[src/rtl/accel_sample_sequencer.sv]
// rtl/accel_sample_sequencer.sv - ADXL345 one-time config then periodic six-register X/Y/Z sampling
// Issues one single-byte transaction at a time over the i2c_controller start/finished handshake.
module accel_sample_sequencer #(
  parameter int unsigned SYS_CLK_SPEED  = 50000000,
  parameter int unsigned SAMPLE_RATE_HZ = 10,
  parameter logic [6:0]  ACCEL_ADDR     = 7'h1D,
  parameter int unsigned TIMEOUT_CYCLES = 100000
) (
  input  logic        clk,
  input  logic        rst,
  output logic [6:0]  i2c_dev_addr,
  output logic [7:0]  i2c_reg_addr,
  output logic        i2c_r_w,
  output logic [7:0]  i2c_write_data,
  output logic        i2c_start,
  input  logic        i2c_ready,
  input  logic        i2c_finished,
  input  logic [7:0]  i2c_read_data,
  output logic [15:0] accel_x,
  output logic [15:0] accel_y,
  output logic [15:0] accel_z,
  output logic        sample_valid,
  output logic        init_done,
  output logic        timeout_err,
  output logic        busy
);

  localparam int unsigned TICK_COUNT = SYS_CLK_SPEED / SAMPLE_RATE_HZ;
  localparam int unsigned TW         = (TICK_COUNT > 1) ? $clog2(TICK_COUNT) : 1;
  localparam int unsigned OW         = $clog2(TIMEOUT_CYCLES + 1);
  localparam logic [TW-1:0] TICK_LAST = TW'(TICK_COUNT - 1);
  localparam logic [OW-1:0] TO_LAST   = OW'(TIMEOUT_CYCLES - 1);

  typedef enum logic [2:0] {
    S_FMT_ISSUE,
    S_FMT_WAIT,
    S_PWR_ISSUE,
    S_PWR_WAIT,
    S_WAIT_TICK,
    S_RD_ISSUE,
    S_RD_WAIT,
    S_PUBLISH
  } state_t;

  state_t          r_state;
  state_t          w_next;
  logic [2:0]      r_rd_idx;
  logic [TW-1:0]   r_tick_cnt;
  logic [OW-1:0]   r_to_cnt;
  logic            r_pending;
  logic            r_fin_d;
  logic            w_tick;
  logic            w_wait;
  logic            w_done;
  logic            w_timeout;
  logic            w_issue;
  logic [7:0]      w_tgt_reg;
  logic [7:0]      w_tgt_wdata;
  logic            w_tgt_rw;
  logic [4:0][7:0] r_buf;
  logic [7:0]      r_reg_addr;
  logic [7:0]      r_wdata;
  logic            r_rw;
  logic            r_start;
  logic            r_init_done;
  logic            r_timeout_err;
  logic [15:0]     r_x;
  logic [15:0]     r_y;
  logic [15:0]     r_z;

  assign w_tick    = (r_tick_cnt == TICK_LAST);
  assign w_wait    = (r_state == S_FMT_WAIT) || (r_state == S_PWR_WAIT) || (r_state == S_RD_WAIT);
  // Only a fresh rising edge counts; a level left high by the previous transaction is ignored.
  assign w_done    = w_wait && i2c_finished && !r_fin_d;
  assign w_timeout = w_wait && !w_done && (r_to_cnt == TO_LAST);

  always_ff @(posedge clk or negedge rst) begin
    if (!rst) r_state <= S_FMT_ISSUE;
    else      r_state <= w_next;
  end

  always_comb begin
    w_next = r_state;
    case (r_state)
      S_FMT_ISSUE: if (i2c_ready) w_next = S_FMT_WAIT;
      S_FMT_WAIT: begin
        if (w_done)         w_next = S_PWR_ISSUE;
        else if (w_timeout) w_next = S_FMT_ISSUE;
      end
      S_PWR_ISSUE: if (i2c_ready) w_next = S_PWR_WAIT;
      S_PWR_WAIT: begin
        if (w_done)         w_next = S_WAIT_TICK;
        else if (w_timeout) w_next = S_FMT_ISSUE;
      end
      S_WAIT_TICK: if (w_tick || r_pending) w_next = S_RD_ISSUE;
      S_RD_ISSUE:  if (i2c_ready) w_next = S_RD_WAIT;
      S_RD_WAIT: begin
        if (w_done)         w_next = (r_rd_idx == 3'd5) ? S_PUBLISH : S_RD_ISSUE;
        else if (w_timeout) w_next = S_WAIT_TICK;
      end
      S_PUBLISH:   w_next = S_WAIT_TICK;
      default:     w_next = S_FMT_ISSUE;
    endcase
  end

  always_comb begin
    w_issue     = 1'b0;
    w_tgt_reg   = 8'h00;
    w_tgt_wdata = 8'h00;
    w_tgt_rw    = 1'b0;
    case (r_state)
      S_FMT_ISSUE: begin
        w_issue     = i2c_ready;
        w_tgt_reg   = 8'h31;
        w_tgt_wdata = 8'h0B;
      end
      S_PWR_ISSUE: begin
        w_issue     = i2c_ready;
        w_tgt_reg   = 8'h2D;
        w_tgt_wdata = 8'h08;
      end
      S_RD_ISSUE: begin
        w_issue     = i2c_ready;
        w_tgt_reg   = 8'h32 + {5'd0, r_rd_idx};
        w_tgt_rw    = 1'b1;
      end
      default: ;
    endcase
    busy         = w_wait;
    sample_valid = (r_state == S_PUBLISH);
  end

  always_ff @(posedge clk or negedge rst) begin
    if (!rst) begin
      r_tick_cnt    <= '0;
      r_pending     <= 1'b0;
      r_fin_d       <= 1'b0;
      r_to_cnt      <= '0;
      r_start       <= 1'b0;
      r_reg_addr    <= 8'h00;
      r_wdata       <= 8'h00;
      r_rw          <= 1'b0;
      r_rd_idx      <= 3'd0;
      r_buf         <= '0;
      r_x           <= 16'h0000;
      r_y           <= 16'h0000;
      r_z           <= 16'h0000;
      r_init_done   <= 1'b0;
      r_timeout_err <= 1'b0;
    end else begin
      r_fin_d    <= i2c_finished;
      r_tick_cnt <= w_tick ? '0 : r_tick_cnt + 1'b1;

      // One tick of backlog at most; WAIT_TICK always consumes it.
      if (r_state == S_WAIT_TICK) r_pending <= 1'b0;
      else if (w_tick)            r_pending <= 1'b1;

      r_start <= w_issue;
      if (w_issue) begin
        r_reg_addr <= w_tgt_reg;
        r_wdata    <= w_tgt_wdata;
        r_rw       <= w_tgt_rw;
        r_to_cnt   <= '0;
      end else if (w_wait) begin
        r_to_cnt <= r_to_cnt + 1'b1;
      end

      if (w_timeout) r_timeout_err <= 1'b1;
      if ((r_state == S_PWR_WAIT) && w_done) r_init_done <= 1'b1;

      if (r_state == S_WAIT_TICK) begin
        r_rd_idx <= 3'd0;
      end else if ((r_state == S_RD_WAIT) && w_done) begin
        r_rd_idx <= r_rd_idx + 3'd1;
        // Last byte goes straight to the outputs so all three axes change with sample_valid.
        if (r_rd_idx == 3'd5) begin
          r_x <= {r_buf[1], r_buf[0]};
          r_y <= {r_buf[3], r_buf[2]};
          r_z <= {i2c_read_data, r_buf[4]};
        end else begin
          r_buf[r_rd_idx] <= i2c_read_data;
        end
      end
    end
  end

  assign i2c_dev_addr   = ACCEL_ADDR;
  assign i2c_reg_addr   = r_reg_addr;
  assign i2c_r_w        = r_rw;
  assign i2c_write_data = r_wdata;
  assign i2c_start      = r_start;
  assign accel_x        = r_x;
  assign accel_y        = r_y;
  assign accel_z        = r_z;
  assign init_done      = r_init_done;
  assign timeout_err    = r_timeout_err;

endmodule
[config.mk]
export PLATFORM = sky130hd
export DESIGN_NAME = accel_sample_sequencer
export DESIGN_NICKNAME = d
export VERILOG_FILES = /design/src/rtl/accel_sample_sequencer.sv
export SDC_FILE = /design/constraint.sdc
export NUM_CORES = 1
export LEC_CHECK = 0
export BUFFER_PORTS_ARGS = -buffer_cell sky130_fd_sc_hd__buf_2
export CELL_PAD_IN_SITES_DETAIL_PLACEMENT = 0
export CELL_PAD_IN_SITES_GLOBAL_PLACEMENT = 1
export CORE_MARGIN = 2
export CORE_UTILIZATION = 42
export DETAILED_ROUTE_END_ITERATION = 10
export PLACE_DENSITY = 0.74
export SLEW_MARGIN = 20
export SYNTH_ARGS = -nofsm -noshare
export SYNTH_HDL_FRONTEND = slang
export SYNTH_SLANG_ARGS = --single-unit
export TNS_END_PERCENT = 10
[constraint.sdc]
create_clock -name clk -period 1.6 [get_ports clk]
set_input_delay 0.16 -clock clk [delete_from_list [all_inputs] [get_ports clk]]
set_output_delay 0.16 -clock clk [all_outputs]
set_load 0.005 [all_outputs]
==> flow_summary.yaml <==
status:
  status: "finished with violations"
  violations: "setup timing"
grt:
  grt_util_met3: 0.04800
  antenna_found_initial: 0
  grt.total_usage: 0.1776
  grt_util_met2: 0.2818
  grt_overflow_total: 0
  grtUsageMet1: 0.2341
  grt_pass1_vias: 4429
  grt_max_degree: 44
  grt_first_pass_wirelength_mm: 22.49
  busiest_layer: "met2"
cells_and_area:
  final_cells: 862
  num-nets-final: 681
  diodes: 0
  area_growth_pct: 30.55
  fin_area_sq_um: 8442
  drive_above_1_share: 0.4570
place:
  place_ws_ps: -164.3
  dpl.hpwl_mm: 9.264
  gp_congestion: 0.7818
  dp_cells: 816
  placedInstanceArea_sq_um: 7456
  io_buffer_count: 74
cts:
  tritoncts: "done"
  clk_pin_slew_ps: 60
  clock_latency_ps: 430
  cts_buffers: 17
  htreeDepth: 4
  cts.sinks: 148
  clock-root-buffer: "clkbuf_16"
  clock_path_buffers: 2
logic_synthesis:
  synth_seq_area_share: 0.5728
  yosys.area.top_type: "dfrtp_1"
  yosysWarnings: 0
  yosysMostFrequentCell: "dfrtp_1"
  synth_top_area_share: 0.5728
  synth.distinct_cells: 55
  synthTopCellsByCount: "dfrtp_1, mux2_2, nor2_1, nand2_1, xor2_1"
  avgSynthCellArea_sq_um: 12.56
  ys_ff_latch: 148
  async_reset_ff_frac: 1.000
  synth-edff-count: 0
  syn-instance-count: 515
  synth.area.top_cells: "dfrtp_1, mux2_2, xor2_1"
  synthFlopType: "dfrtp_1"
  syn_area_sq_um: 6466
setup_path:
  rr_worst_depth: 4
  cp-endpoint: "r_pending"
  cp.arrival_ps: 2150
  rr_startpoint: "r_tick_cnt[17]"
  cpPeakStageDelay_ps: 540
  cp_num_buf_inv: 0
  cp_data_required_time_ps: 1960
  reg2reg_to: "r_pending"
  crit_start: "r_tick_cnt[17]"
  path_depth: 4
  path_cells: "or4_4 -> nor4_4 -> and3_4 -> o22a_1"
  cp_top_family: "simple AND/OR/NAND/NOR gates"
  crit_path_max_fanout: 12
  crit_path_start_kind: "register"
  critPathCaptureType: "register"
  critPathKind: "register to register"
  ff2ff_setup_slack_ps: -190
  slowest_stage: "or4_4"
floorplan:
  coreArea_sq_um: 15150
  die_w_microns: 128.1
  io_pins: 89
  start_util: 0.4269
  rows: 45
  die_h_microns: 128.1
  dieArea_sq_um: 16400
detailed_routing:
  num_vias: 4374
  via_per_inst: 5.074
  wl_mm: 14.20
  drt_iter0_drc: 226
  ant_nets: 0
  wl_per_cell_microns: 16.47
  firstDrtPassIters: 4
  drc: 0
pwr:
  ir_drop_mv: 0.8387
  p_sw_mw: 2.659
  p_int_mw: 7.226
  p_clk_frac: 0.402
  power_frac_seq: 0.440
  cellLeakagePower_nw: 4.288
  p_comb_frac: 0.158
  p_per_area_nw_per_um2: 1171
  swShare: 0.2690
sta:
  fmax_mhz: 560.0
  hold_viol_final: 0
  setup_violations: 96
  fin_crit_sh: 1.116
  slew_violations: 0
  rsz0062_at_grt: "yes"
  final.setup.tns_ps: -8829
  period_minus_slack_ps: 1786
  fin_skew_ps: 8.728
  worst_slack_ps: -185.6
flow_run:
  cap_violations: 0
hold_path:
  hp-class: "input pin to register"
-- routing by layer --
| metal | vias to the layer above | wire (microns) |
|---|---|---|
| li1 | 2070 | - |
| met1 | 2216 | 6567 |
| met2 | 71 | 6963 |
| met3 | 17 | 485 |
| met4 | 0 | 186 |
| met5 | - | 0 |
-- metrics by stage --
step | hold slack (ps) | utilization | total power [mW]
final | 69.32 | 0.5574 | 9.884
after detailed placement | 122.7 | 0.4923 | 5.865
after CTS | 66.83 | 0.5366 | 9.877
after global placement | 118.9 | 0.4923 | 5.801
after floorplan | -135.6 | - | 5.313
after global routing | 77.10 | 0.5574 | 10.35
-- power groups by stage --
stage	clock [mW]	sequential [mW]	combinational (mW)
finish	3.97	4.35	1.56
global route	4.22	4.40	1.73
CTS	4.04	4.33	1.51
detailed placement	0	4.40	1.46
global placement	0	4.38	1.42
floorplan	0	4.33	0.983
-- registers in the layout, summed over array words and instances, names as in the netlist --
signal          count
r_tick_cnt         23
accel_z            16
r_buf              40
accel_x            16
r_pending           1
init_done           1
i2c_reg_addr        6
i2c_start           1
i2c_r_w             1
r_to_cnt           17
accel_y            16
r_fin_d             1
i2c_write_data      2
timeout_err         1
r_rd_idx            3
r_state             3
-- repair_timing --
item,4_1_cts,5_1_grt
cloned,0,3
endpoints found under the hold margin,39,0
setup endpoints to repair,109,123
pin swaps,8,6
resized for setup,11,50
hold buffers,2,0
buffers inserted,3,6
-- how the worst min path moves through the flow --
| stage | from | to | slack, ps | cells after the start |
|---|---|---|---|---|
| finish | i2c_read_data[7] | r_buf[7] | 70 | 2 |
| global route | i2c_read_data[4] | accel_z[12] | 80 | 2 |
| CTS | i2c_read_data[7] | r_buf[7] | 70 | 2 |
| detailed placement | rst | i2c_reg_addr[5] | 120 | 1 |
| global placement | rst | i2c_reg_addr[5] | 120 | 1 |
| floorplan | rst | accel_x[0] | -140 | 0 |
-- kinds of logic (layout without fill, tap and decap cells) --
kind of cell	after synthesis	after routing	synth area share
other	2	14	0.001161
multiplexers	88	88	0.1533
flip-flops	148	148	0.5728
buffers and inverters	41	188	0.04392
AND/OR/NAND/NOR	147	147	0.1176
XOR/XNOR	37	37	0.05012
adder cells (fa/ha/maj)	8	8	0.01548
AO/OA/AOI/OAI	44	44	0.04567
-- layout make-up --
class | instances | area, sq um
Multi-Input combinational cell | 338 | 2789
Fill cell | 1267 | 6704
Clock inverter | 14 | 148.9
Tap cell | 188 | 235.2
Clock buffer | 18 | 439.2
Timing Repair Buffer | 149 | 1090
Inverter | 7 | 31.28
Sequential cell | 148 | 3709
-- cells in the final DEF, fill, tap and decap left out, types with 4 or more instances in the layout --
cell / n
clkinv_2: 4
nand2_1: 27
dfrtp_2: 4
o21ai_0: 7
ha_1: 7
mux2_2: 54
nand3_1: 20
nor2_1: 40
buf_12: 5
nor3_1: 5
clkbuf_16: 20
buf_6: 5
and3_1: 6
clkinv_4: 4
inv_1: 5
nand2_4: 6
xnor2_1: 13
mux2_4: 34
xor2_1: 24
a21oi_1: 12
dfrtp_1: 144
nand4_1: 10
o22ai_1: 4
buf_2: 73
buf_4: 59
inv_6: 4
conb_1: 14
(Power assumes the default switching activity.)
